===== config.mk =====
export PLATFORM = sky130hd
export DESIGN_NAME = rr_handshake_arbiter
export DESIGN_NICKNAME = d
export VERILOG_FILES = /design/src/rtl/rr_handshake_arbiter.sv
export SDC_FILE = /design/constraint.sdc
export NUM_CORES = 1
export LEC_CHECK = 0
export BUFFER_PORTS_ARGS = -buffer_cell sky130_fd_sc_hd__buf_2
export CORE_UTILIZATION = 35
export CTS_BUF_LIST = sky130_fd_sc_hd__clkbuf_16
export DETAILED_ROUTE_END_ITERATION = 10
export PLACE_DENSITY = 0.64
export SYNTH_ARGS = -nofsm -noshare
export SYNTH_HDL_FRONTEND = slang
export SYNTH_SLANG_ARGS = --single-unit

===== constraint.sdc =====
create_clock -name clk -period 1.8 [get_ports clk]
set_input_delay 0.36 -clock clk [delete_from_list [all_inputs] [get_ports clk]]
set_output_delay 0.36 -clock clk [all_outputs]
set_load 0.03 [all_outputs]

===== src/rtl/rr_handshake_arbiter.sv =====
// N-way round-robin arbiter relaying one granted four-phase handshake onto a shared
// downstream request/acknowledge channel, with input synchronizers and a sticky error flag.
module rr_handshake_arbiter #(
    parameter int N           = 4,
    parameter int IDW         = 2,
    parameter int SYNC_STAGES = 2
) (
    input  logic           clk,
    input  logic           rst,
    input  logic [N-1:0]   R,
    output logic [N-1:0]   A,
    output logic           R_OUT,
    input  logic           A_IN,
    output logic [IDW-1:0] GRANT_ID,
    output logic           BUSY,
    output logic           ERR
);

    typedef enum logic [1:0] {IDLE, FWD, HOLD, RTZ} state_t;

    logic [N:0]   sync_in;
    logic [N:0]   sync_out;
    logic [N-1:0] rs;
    logic         as_s;

    assign sync_in = {A_IN, R};

    generate
        if (SYNC_STAGES == 0) begin : g_nosync
            assign sync_out = sync_in;
        end else begin : g_sync
            logic [N:0] sync_q [SYNC_STAGES];
            logic [N:0] sync_d [SYNC_STAGES];

            always_comb begin
                sync_d[0] = sync_in;
                for (int s = 1; s < SYNC_STAGES; s++) begin
                    sync_d[s] = sync_q[s-1];
                end
            end

            always_ff @(posedge clk or posedge rst) begin
                if (rst) begin
                    for (int s = 0; s < SYNC_STAGES; s++) begin
                        sync_q[s] <= '0;
                    end
                end else begin
                    for (int s = 0; s < SYNC_STAGES; s++) begin
                        sync_q[s] <= sync_d[s];
                    end
                end
            end

            assign sync_out = sync_q[SYNC_STAGES-1];
        end
    endgenerate

    assign rs   = sync_out[N-1:0];
    assign as_s = sync_out[N];

    state_t         state_q, state_d;
    logic [N-1:0]   a_q, a_d;
    logic           r_out_q, r_out_d;
    logic [IDW-1:0] gid_q, gid_d;
    logic           busy_q, busy_d;
    logic           err_q, err_d;
    logic [IDW-1:0] ptr_q, ptr_d;

    logic           found;
    logic [IDW-1:0] pick;
    logic [IDW:0]   idx;
    logic           owner_req;

    // First pending request at or after the pointer, wrapping modulo N.
    always_comb begin
        found = 1'b0;
        pick  = '0;
        idx   = '0;
        for (int k = 0; k < N; k++) begin
            idx = {1'b0, ptr_q} + (IDW+1)'(k);
            if (idx >= (IDW+1)'(N)) begin
                idx = idx - (IDW+1)'(N);
            end
            if (!found && rs[idx[IDW-1:0]]) begin
                found = 1'b1;
                pick  = idx[IDW-1:0];
            end
        end
    end

    assign owner_req = rs[gid_q];

    always_comb begin
        state_d = state_q;
        a_d     = a_q;
        r_out_d = r_out_q;
        gid_d   = gid_q;
        busy_d  = busy_q;
        err_d   = err_q;
        ptr_d   = ptr_q;
        case (state_q)
            IDLE: begin
                if (as_s) begin
                    err_d = 1'b1;
                end
                if (found) begin
                    gid_d   = pick;
                    busy_d  = 1'b1;
                    r_out_d = 1'b1;
                    state_d = FWD;
                end
            end
            FWD: begin
                if (!owner_req) begin
                    err_d = 1'b1;
                end
                if (as_s) begin
                    a_d     = N'(1) << gid_q;
                    state_d = HOLD;
                end
            end
            HOLD: begin
                // A dropped ack is flagged but the channel keeps waiting for it.
                if (!as_s) begin
                    err_d = 1'b1;
                end else if (!owner_req) begin
                    r_out_d = 1'b0;
                    state_d = RTZ;
                end
            end
            RTZ: begin
                if (!as_s) begin
                    a_d     = '0;
                    busy_d  = 1'b0;
                    ptr_d   = (gid_q == IDW'(N-1)) ? '0 : gid_q + 1'b1;
                    state_d = IDLE;
                end
            end
            default: begin
                state_d = IDLE;
            end
        endcase
    end

    always_ff @(posedge clk or posedge rst) begin
        if (rst) begin
            state_q <= IDLE;
            a_q     <= '0;
            r_out_q <= 1'b0;
            gid_q   <= '0;
            busy_q  <= 1'b0;
            err_q   <= 1'b0;
            ptr_q   <= '0;
        end else begin
            state_q <= state_d;
            a_q     <= a_d;
            r_out_q <= r_out_d;
            gid_q   <= gid_d;
            busy_q  <= busy_d;
            err_q   <= err_d;
            ptr_q   <= ptr_d;
        end
    end

    assign A        = a_q;
    assign R_OUT    = r_out_q;
    assign GRANT_ID = gid_q;
    assign BUSY     = busy_q;
    assign ERR      = err_q;

endmodule


==> flow_summary.yaml, run 1 <==
pwr:
  clkPwrFrac: 0.208
  p_leak_nw: 0.617
  internal_power_w: 0.00137
  p_sw_w: 0.000867
  power_w: 0.00224
  power_frac_seq: 0.362
  p_per_area_nw_per_um2: 1630
  ir_worst_vdd_uv: 589
  comb_power_share: 0.431
  switching_share: 0.387
timing:
  worstMarginPinSlew_ns: 0.294
  relSlewSlack: 0.802
  post-route-period-util: 0.965
  finClkSkew_ns: 0.00154
  max_freq_mhz: 576
  tns_ns: 0
  final_max_slew_viol_count: 0
  period_needed_ns: 1.74
  finalHoldViolCount: 0
  fin_hold_ws_ns: 0.132
  finalSetupViolations: 0
  layout_setup_ws_ns: 0.0624
  rsz0062_at_grt: "no"
floorplan:
  initial_utilization: 0.367
  ios: 16
  die_y_um: 58.6
  core_area_um2: 3050
  fp-row-count: 20
  die_x_um: 58.6
  dieArea_um2: 3430
synth:
  async_flop_share: 1.00
  synth_top_flop_cell: "dfrtp_1"
  syn_avg_cell_area_um2: 11.3
  seq_area_frac_synth: 0.514
  synth_nets: 114
  synth_top_area_cell: "dfrtp_1"
  synth_top_area_frac: 0.514
  netlist_instances: 99
  synth_commonest_cells: "dfrtp_1 (23), a21oi_1 (9), ha_1 (8), inv_1 (8), o21ai_0 (8)"
  synth.most_common_cell: "dfrtp_1"
  synth-seq-cells: 23
  synth_area_um2: 1120
  synth_cell_type_count: 32
  synth-warning-count: 0
  synthTopCellsByArea: "dfrtp_1 (51%), ha_1 (8.9%), a21oi_1 (4.0%), o21ai_0 (3.6%), a211oi_1 (3.4%)"
  synth_edf_count: 0
route:
  avgRoutedWirePerCell_um: 12.2
  met3WireLength_um: 84
  met1_length_um: 898
  vias: 812
  drc: 0
  drt_wl_total_um: 2030
  drt_iter0_markers: 27
  met2WireLength_um: 1030
  final_antenna_net_count: 0
  via_per_inst: 4.89
  top_layer: "met4"
  first_pass_iters: 4
worst_hold_path:
  hp-class: "input port to async pin"
worst_setup_path:
  critPathMaxFanout: 6
  start_kind: "flip-flop"
  cp.arrival_ns: 1.87
  critPathKind: "flip-flop to flip-flop"
  end_kind: "flip-flop"
  critical_path_required_ns: 1.93
placed_design:
  io_buffers: 15
  pre_cts_ws_ns: 0.0642
  post-dp-hpwl_um: 1560
  place_congestion: 0.801
  placed_area_um2: 1300
global_routing:
  grt_pass1_wl_um: 3550
  grt_pass1_vias: 826
  grt_overflow: 0
  grt_max_degree: 24
  grt_usage: 0.140
  antenna_found_initial: 0
cts:
  cts-buffers-inserted: 3
  cts_tree: "yes"
  cts_setup_buffers: 0
  max-clock-path-buffers: 2
  hold_buffers: 0
  cts-resized-gates: 0
  ctsHtreeMaxLevel: 1
  cts.root.buffer_cell: "clkbuf_16"
  clk_pin_slew_ns: 0.06
  clk_latency_ns: 0.25
  cts.sinks: 23
job:
  cap_violations: 0
cells_and_area:
  nNetsFinal: 138
  drive_gt1_frac: 0.295
  n_antenna_cell: 0
  synthToLayoutAreaGrowth_pct: 22.9
  finalInstanceArea_um2: 1380
outcome:
  outcome: "completed"
-- registers in the layout, summed over array words and instances (netlist names), 2 cells and up --
signal         count
ptr_q              2
A                  4
GRANT_ID           2
g_sync.sync_d      5
state_q            2
sync_out           5
-- cell families (layout without fill, tap and decap cells) --
| group | after synthesis | in the layout | synth area share |
|---|---|---|---|
| AO/OA/AOI/OAI | 33 | 33 | 0.196 |
| flip-flops | 23 | 23 | 0.514 |
| AND/OR/NAND/NOR | 19 | 19 | 0.111 |
| buffers and inverters | 12 | 35 | 0.0402 |
| adder cells (fa/ha/maj) | 8 | 8 | 0.0894 |
| multiplexers | 4 | 4 | 0.0503 |
-- layer usage --
metal  vias up  GRT usage
li1        403          -
met1       390      0.151
met2        17      0.264
met3         2     0.0418
met4         0     0.0408
met5         -          0
-- power groups by stage --
stage,sequential [W],clock (W),combinational (W)
global placement,0.000801,0,0.000944
global route,0.000841,0.000498,0.00108
CTS,0.000810,0.000473,0.000978
floorplan,0.000936,0,0.000565
detailed placement,0.000816,0,0.000974
finish,0.000811,0.000465,0.000965
-- per-stage QoR --
step                       util  std cells
final                     0.451        166
after detailed placement  0.425        162
after floorplan               -         99
after global routing      0.451        166
after CTS                 0.451        166
after global placement    0.425        162
-- worst paths after layout --
path	start	to	slack [ns]	depth (start not counted)
max	GRANT_ID[0]	state_q[1]	0.06	4
max reg2reg	GRANT_ID[0]	state_q[1]	0.06	4
min in group clk	R[2]	g_sync.sync_d[2]	0.21	1
max in group asynchronous	rst	GRANT_ID[0]	1.43	3
min	rst	g_sync.sync_d[4]	0.13	3
min reg2reg	g_sync.sync_d[0]	sync_out[0]	0.35	0
-- placed cells by master (no fill, tap or decap), drive strengths merged --
cell	count
a21oi	10
nor3	4
and2	1
dfrtp	23
nor2b	1
o31a	1
buf	23
clkinv	1
a22o	1
a221o	1
o21ai	8
a211oi	5
a21o	1
nand2	3
nand2b	4
nor4b	1
o32a	1
nor4	1
a311oi	1
clkbuf	3
or2	1
inv	8
nor2	1
ha	8
o221ai	2
o31ai	1
nand4bb	1
mux2	3
mux4	1
a31o	1
nand3	1
-- cell type report --
class / count / area (µm²)
inverter: 8 / 30.0
tap: 44 / 55.1
clock inverter: 1 / 5.00
fill: 291 / 1680
sequential: 23 / 577
timing repair buffer: 23 / 135
clock buffer: 3 / 75.1
multi-input combinational: 64 / 499
-- worst max-delay path, cell delays in order (launching register included) --
cell	delay, ns
dfrtp_2	0.43
mux4_2	0.53
nand2b_4	0.16
a21oi_2	0.15
mux2_1	0.35
No activity file was read; power rests on OpenSTA's default activity.
==> inputs of run 2 (changes only) <==
--- a/config.mk
+++ b/config.mk
@@ -6,10 +6,10 @@
 export NUM_CORES = 1
 export LEC_CHECK = 0
 export BUFFER_PORTS_ARGS = -buffer_cell sky130_fd_sc_hd__buf_2
-export CORE_UTILIZATION = 35
+export CORE_UTILIZATION = 50
 export CTS_BUF_LIST = sky130_fd_sc_hd__clkbuf_16
 export DETAILED_ROUTE_END_ITERATION = 10
-export PLACE_DENSITY = 0.64
+export PLACE_DENSITY = 0.82
 export SYNTH_ARGS = -nofsm -noshare
 export SYNTH_HDL_FRONTEND = slang
 export SYNTH_SLANG_ARGS = --single-unit
==> flow_summary.yaml, run 2 (synthesis results as in run 1) <==
worst_setup_path:
  start_kind: "flip-flop"
  critPathKind: "flip-flop to flip-flop"
  reg2reg_setup_slack_ns: 0.06
  startpoint: "GRANT_ID[0]"
  r2r-start: "GRANT_ID[0]"
  critical_path_required_ns: 1.93
  reg2reg_depth: 4
  r2r_end: "state_q[1]"
  cp.arrival_ns: 1.87
  critPathMaxFanout: 6
  end_kind: "flip-flop"
pwr:
  p_leak_nw: 0.619
  ir_worst_vdd_uv: 1010
  p_per_area_nw_per_um2: 1670
route:
  drt_iter0_markers: 9
  drt_wl_total_um: 2230
  final_antenna_net_count: 0
  via_per_inst: 5.73
  first_pass_iters: 4
  vias: 854
  avgRoutedWirePerCell_um: 15.0
  drc: 0
cts:
  cts_setup_buffers: 0
  hold_buffers: 0
  clk_pin_slew_ns: 0.06
  ctsHtreeMaxLevel: 1
  clk_latency_ns: 0.26
  cts.root.buffer_cell: "clkbuf_16"
  max-clock-path-buffers: 2
  cts-buffers-inserted: 3
  cts_tree: "yes"
  cts-resized-gates: 0
  cts.sinks: 23
global_routing:
  grt_pass1_vias: 871
  grt_usage: 0.218
  antenna_found_initial: 0
  grt_overflow: 0
  grt_max_degree: 24
  grt_pass1_wl_um: 3880
cells_and_area:
  finalInstanceArea_um2: 1350
  n_antenna_cell: 0
  nNetsFinal: 138
  drive_gt1_frac: 0.287
  final_common_cell: "dfrtp_1"
  synthToLayoutAreaGrowth_pct: 20.9
  final_cell_mix: "dfrtp_1 (22), buf_2 (15), a21oi_1 (9), inv_1 (9)"
timing:
  post-route-period-util: 0.966
  tns_ns: 0
  worstMarginPinSlew_ns: 0.323
  finClkSkew_ns: 0.00664
  relSlewSlack: 0.783
  final_max_slew_viol_count: 0
  finalHoldViolCount: 0
  finalSetupViolations: 0
  rsz0062_at_grt: "no"
  max_freq_mhz: 575
  period_needed_ns: 1.74
floorplan:
  core_area_um2: 2040
  ios: 16
  die_x_um: 49.3
  fp-row-count: 16
  initial_utilization: 0.548
  die_y_um: 49.3
  dieArea_um2: 2430
job:
  cap_violations: 0
placed_design:
  post-dp-hpwl_um: 1650
  placed_area_um2: 1270
  place_congestion: 0.928
  io_buffers: 15
outcome:
  outcome: "completed"
worst_hold_path:
  hp-class: "input port to async pin"
-- run 2: cell types whose count changed in the layout (fill, tap and decap cells not counted) --
| cell | change |
|---|---|
| clkinv_2 | -1 |
| inv_1 | +1 |
-- run 2: how the worst max path moves through the flow --
stage / to / depth (start not counted)
floorplan: state_q[1] / 4
global placement: state_q[1] / 4
detailed placement: state_q[1] / 4
CTS: state_q[1] / 4
global route: state_q[1] / 6
finish: state_q[1] / 4
-- run 2: worst max-delay path: stages, from the launching register on --
cell	delay, ns
dfrtp_2	0.42
mux4_2	0.53
nand2b_4	0.16
a21oi_2	0.17
mux2_1	0.34
-- run 2: area by class of cell --
cell class / count / area (µm²)
well taps: 27 / 33.8
inverters: 8 / 30.0
fillers: 167 / 688
clock inverters: 1 / 3.75
clock buffers: 3 / 75.1
repair buffers: 23 / 135
multi-input cells: 64 / 499
flip-flops and latches: 23 / 577
-- run 2: metal layers --
layer / up-vias / share of wire / routed length (µm) / track usage
li1: 407 / - / - / -
met1: 413 / 0.43 / 968 / 0.258
met2: 28 / 0.50 / 1120 / 0.363
met3: 6 / 0.038 / 84 / 0.0405
met4: 0 / 0.026 / 57 / 0.137
met5: - / 0 / 0 / 0
-- run 2: where the power goes --
part	total [W]	switching (W)	internal [W]	leakage [nW]
clock	0.000466	0.000170	0.000296	0.0423
sequential	0.000810	0.000150	0.000660	0.267
combinational	0.000988	0.000570	0.000418	0.310
-- run 2: through the flow --
step	hold WS (ns)	worst slack [ns]	instances	util	total power, W
floorplan	0.331	0.0397	99	-	0.00150
global placement	0.331	0.138	145	0.624	0.00173
detailed placement	0.337	0.0713	145	0.624	0.00180
CTS	0.142	0.0591	149	0.663	0.00227
global route	0.158	0.000238	149	0.663	0.00241
finish	0.127	0.0618	149	0.663	0.00226
==> inputs of run 3 (changes only) <==
--- a/config.mk
+++ b/config.mk
@@ -5,7 +5,8 @@
 export SDC_FILE = /design/constraint.sdc
 export NUM_CORES = 1
 export LEC_CHECK = 0
-export BUFFER_PORTS_ARGS = -buffer_cell sky130_fd_sc_hd__buf_2
+export BUFFER_PORTS_ARGS = -buffer_cell sky130_fd_sc_hd__buf_4
+export CAP_MARGIN = 20
 export CORE_UTILIZATION = 50
 export CTS_BUF_LIST = sky130_fd_sc_hd__clkbuf_16
 export DETAILED_ROUTE_END_ITERATION = 10
==> flow_summary.yaml, run 3 (synthesis results as in run 1) <==
outcome:
  outcome: "completed"
pwr:
  power_frac_seq: 0.354
  p_leak_nw: 0.632
  p_sw_w: 0.000897
  comb_power_share: 0.446
  ir_worst_vdd_uv: 1090
  p_per_area_nw_per_um2: 1670
  switching_share: 0.387
  internal_power_w: 0.00142
  clkPwrFrac: 0.200
worst_setup_path:
  r2r_end: "state_q[1]"
  startpoint: "GRANT_ID[0]"
  crit_path_end: "state_q[1]"
  end_kind: "flip-flop"
  start_kind: "flip-flop"
  critical_path_required_ns: 1.93
  critPathMaxFanout: 6
  reg2reg_depth: 4
  reg2reg_setup_slack_ns: 0.09
  cp.arrival_ns: 1.85
  critPathKind: "flip-flop to flip-flop"
  r2r-start: "GRANT_ID[0]"
cells_and_area:
  final_common_cell: "buf_4"
  nNetsFinal: 138
  drive_gt1_frac: 0.287
  finalInstanceArea_um2: 1390
  n_antenna_cell: 0
  final_cell_mix: "buf_4 (23), dfrtp_1 (22), a21oi_1 (9), inv_1 (9)"
  synthToLayoutAreaGrowth_pct: 24.2
floorplan:
  core_area_um2: 2040
  dieArea_um2: 2430
  fp-row-count: 16
  die_y_um: 49.3
  initial_utilization: 0.548
  ios: 16
  die_x_um: 49.3
cts:
  clk_pin_slew_ns: 0.06
  cts_tree: "yes"
  max-clock-path-buffers: 2
  hold_buffers: 0
  cts.sinks: 23
  cts-buffers-inserted: 3
  ctsHtreeMaxLevel: 1
  clk_latency_ns: 0.25
  cts_setup_buffers: 0
  cts-resized-gates: 0
  cts.root.buffer_cell: "clkbuf_16"
placed_design:
  post-dp-hpwl_um: 1650
  placed_area_um2: 1310
  place_congestion: 0.905
  io_buffers: 15
global_routing:
  grt_pass1_wl_um: 4010
  antenna_found_initial: 0
  grt_max_degree: 24
  grt_overflow: 0
  grt_usage: 0.217
  grt_pass1_vias: 893
route:
  vias: 855
  final_antenna_net_count: 0
  via_per_inst: 5.74
  drt_iter0_markers: 32
  drt_wl_total_um: 2250
  first_pass_iters: 4
  avgRoutedWirePerCell_um: 15.1
  drc: 0
timing:
  relSlewSlack: 0.799
  finClkSkew_ns: 0.00336
  final_max_slew_viol_count: 0
  period_needed_ns: 1.71
  rsz0062_at_grt: "no"
  worstMarginPinSlew_ns: 0.299
  finalHoldViolCount: 0
  max_freq_mhz: 584
  post-route-period-util: 0.951
  finalSetupViolations: 0
  tns_ns: 0
job:
  cap_violations: 0
worst_hold_path:
  hp-class: "input port to async pin"
==> run 3: cell counts in the layout (fill, tap and decap cells not counted) <==
No cell type changed its count.
==> run 3: metrics by stage <==
step                total power, W  utilization  worst slack, ns  hold WS, ns  std cells
global route               0.00249        0.681           0.0162        0.169        149
global placement           0.00179        0.643            0.134        0.333        145
CTS                        0.00233        0.681           0.0884        0.157        149
detailed placement         0.00185        0.643           0.0997        0.335        145
floorplan                  0.00150            -           0.0397        0.331         99
finish                     0.00232        0.681           0.0889        0.143        149
==> run 3: final cells by class <==
| class | count | area (µm²) |
|---|---|---|
| Multi-Input combinational cell | 64 | 499 |
| Clock buffer | 3 | 75.1 |
| Clock inverter | 1 | 3.75 |
| Tap cell | 27 | 33.8 |
| Sequential cell | 23 | 577 |
| Timing Repair Buffer | 23 | 173 |
| Inverter | 8 | 30.0 |
| Fill cell | 153 | 651 |
==> run 3: worst min-delay path by stage <==
stage                startpoint     endpoint  depth (start not counted)  slack [ns]
2_1_floorplan  g_sync.sync_d[0]  sync_out[0]                          0        0.33
3_3_place_gp   g_sync.sync_d[1]  sync_out[1]                          0        0.33
3_5_place_dp   g_sync.sync_d[1]  sync_out[1]                          0        0.33
4_1_cts                     rst  GRANT_ID[1]                          3        0.16
5_1_grt                     rst  sync_out[2]                          3        0.17
6_report                    rst  GRANT_ID[1]                          3        0.14
==> run 3: power by group through the flow <==
stage,clock (W),combinational [W],sequential (W)
floorplan,0,0.000565,0.000936
global placement,0,0.000984,0.000803
detailed placement,0,0.00103,0.000826
CTS,0.000467,0.00104,0.000817
global route,0.000499,0.00115,0.000843
finish,0.000464,0.00103,0.000820
==> run 3: per-layer routing <==
| metal | GRT usage | up-vias | part of all wire |
|---|---|---|---|
| li1 | - | 405 | - |
| met1 | 0.271 | 413 | 0.42 |
| met2 | 0.374 | 31 | 0.51 |
| met3 | 0.0405 | 6 | 0.049 |
| met4 | 0.0686 | 0 | 0.021 |
| met5 | 0 | - | 0 |
==> run 3: critical path, cell delays in order, from the launching register on <==
cell      delay, ns
dfrtp_2        0.42
mux4_2         0.53
nand2b_4       0.16
a21oi_2        0.16
mux2_1         0.33
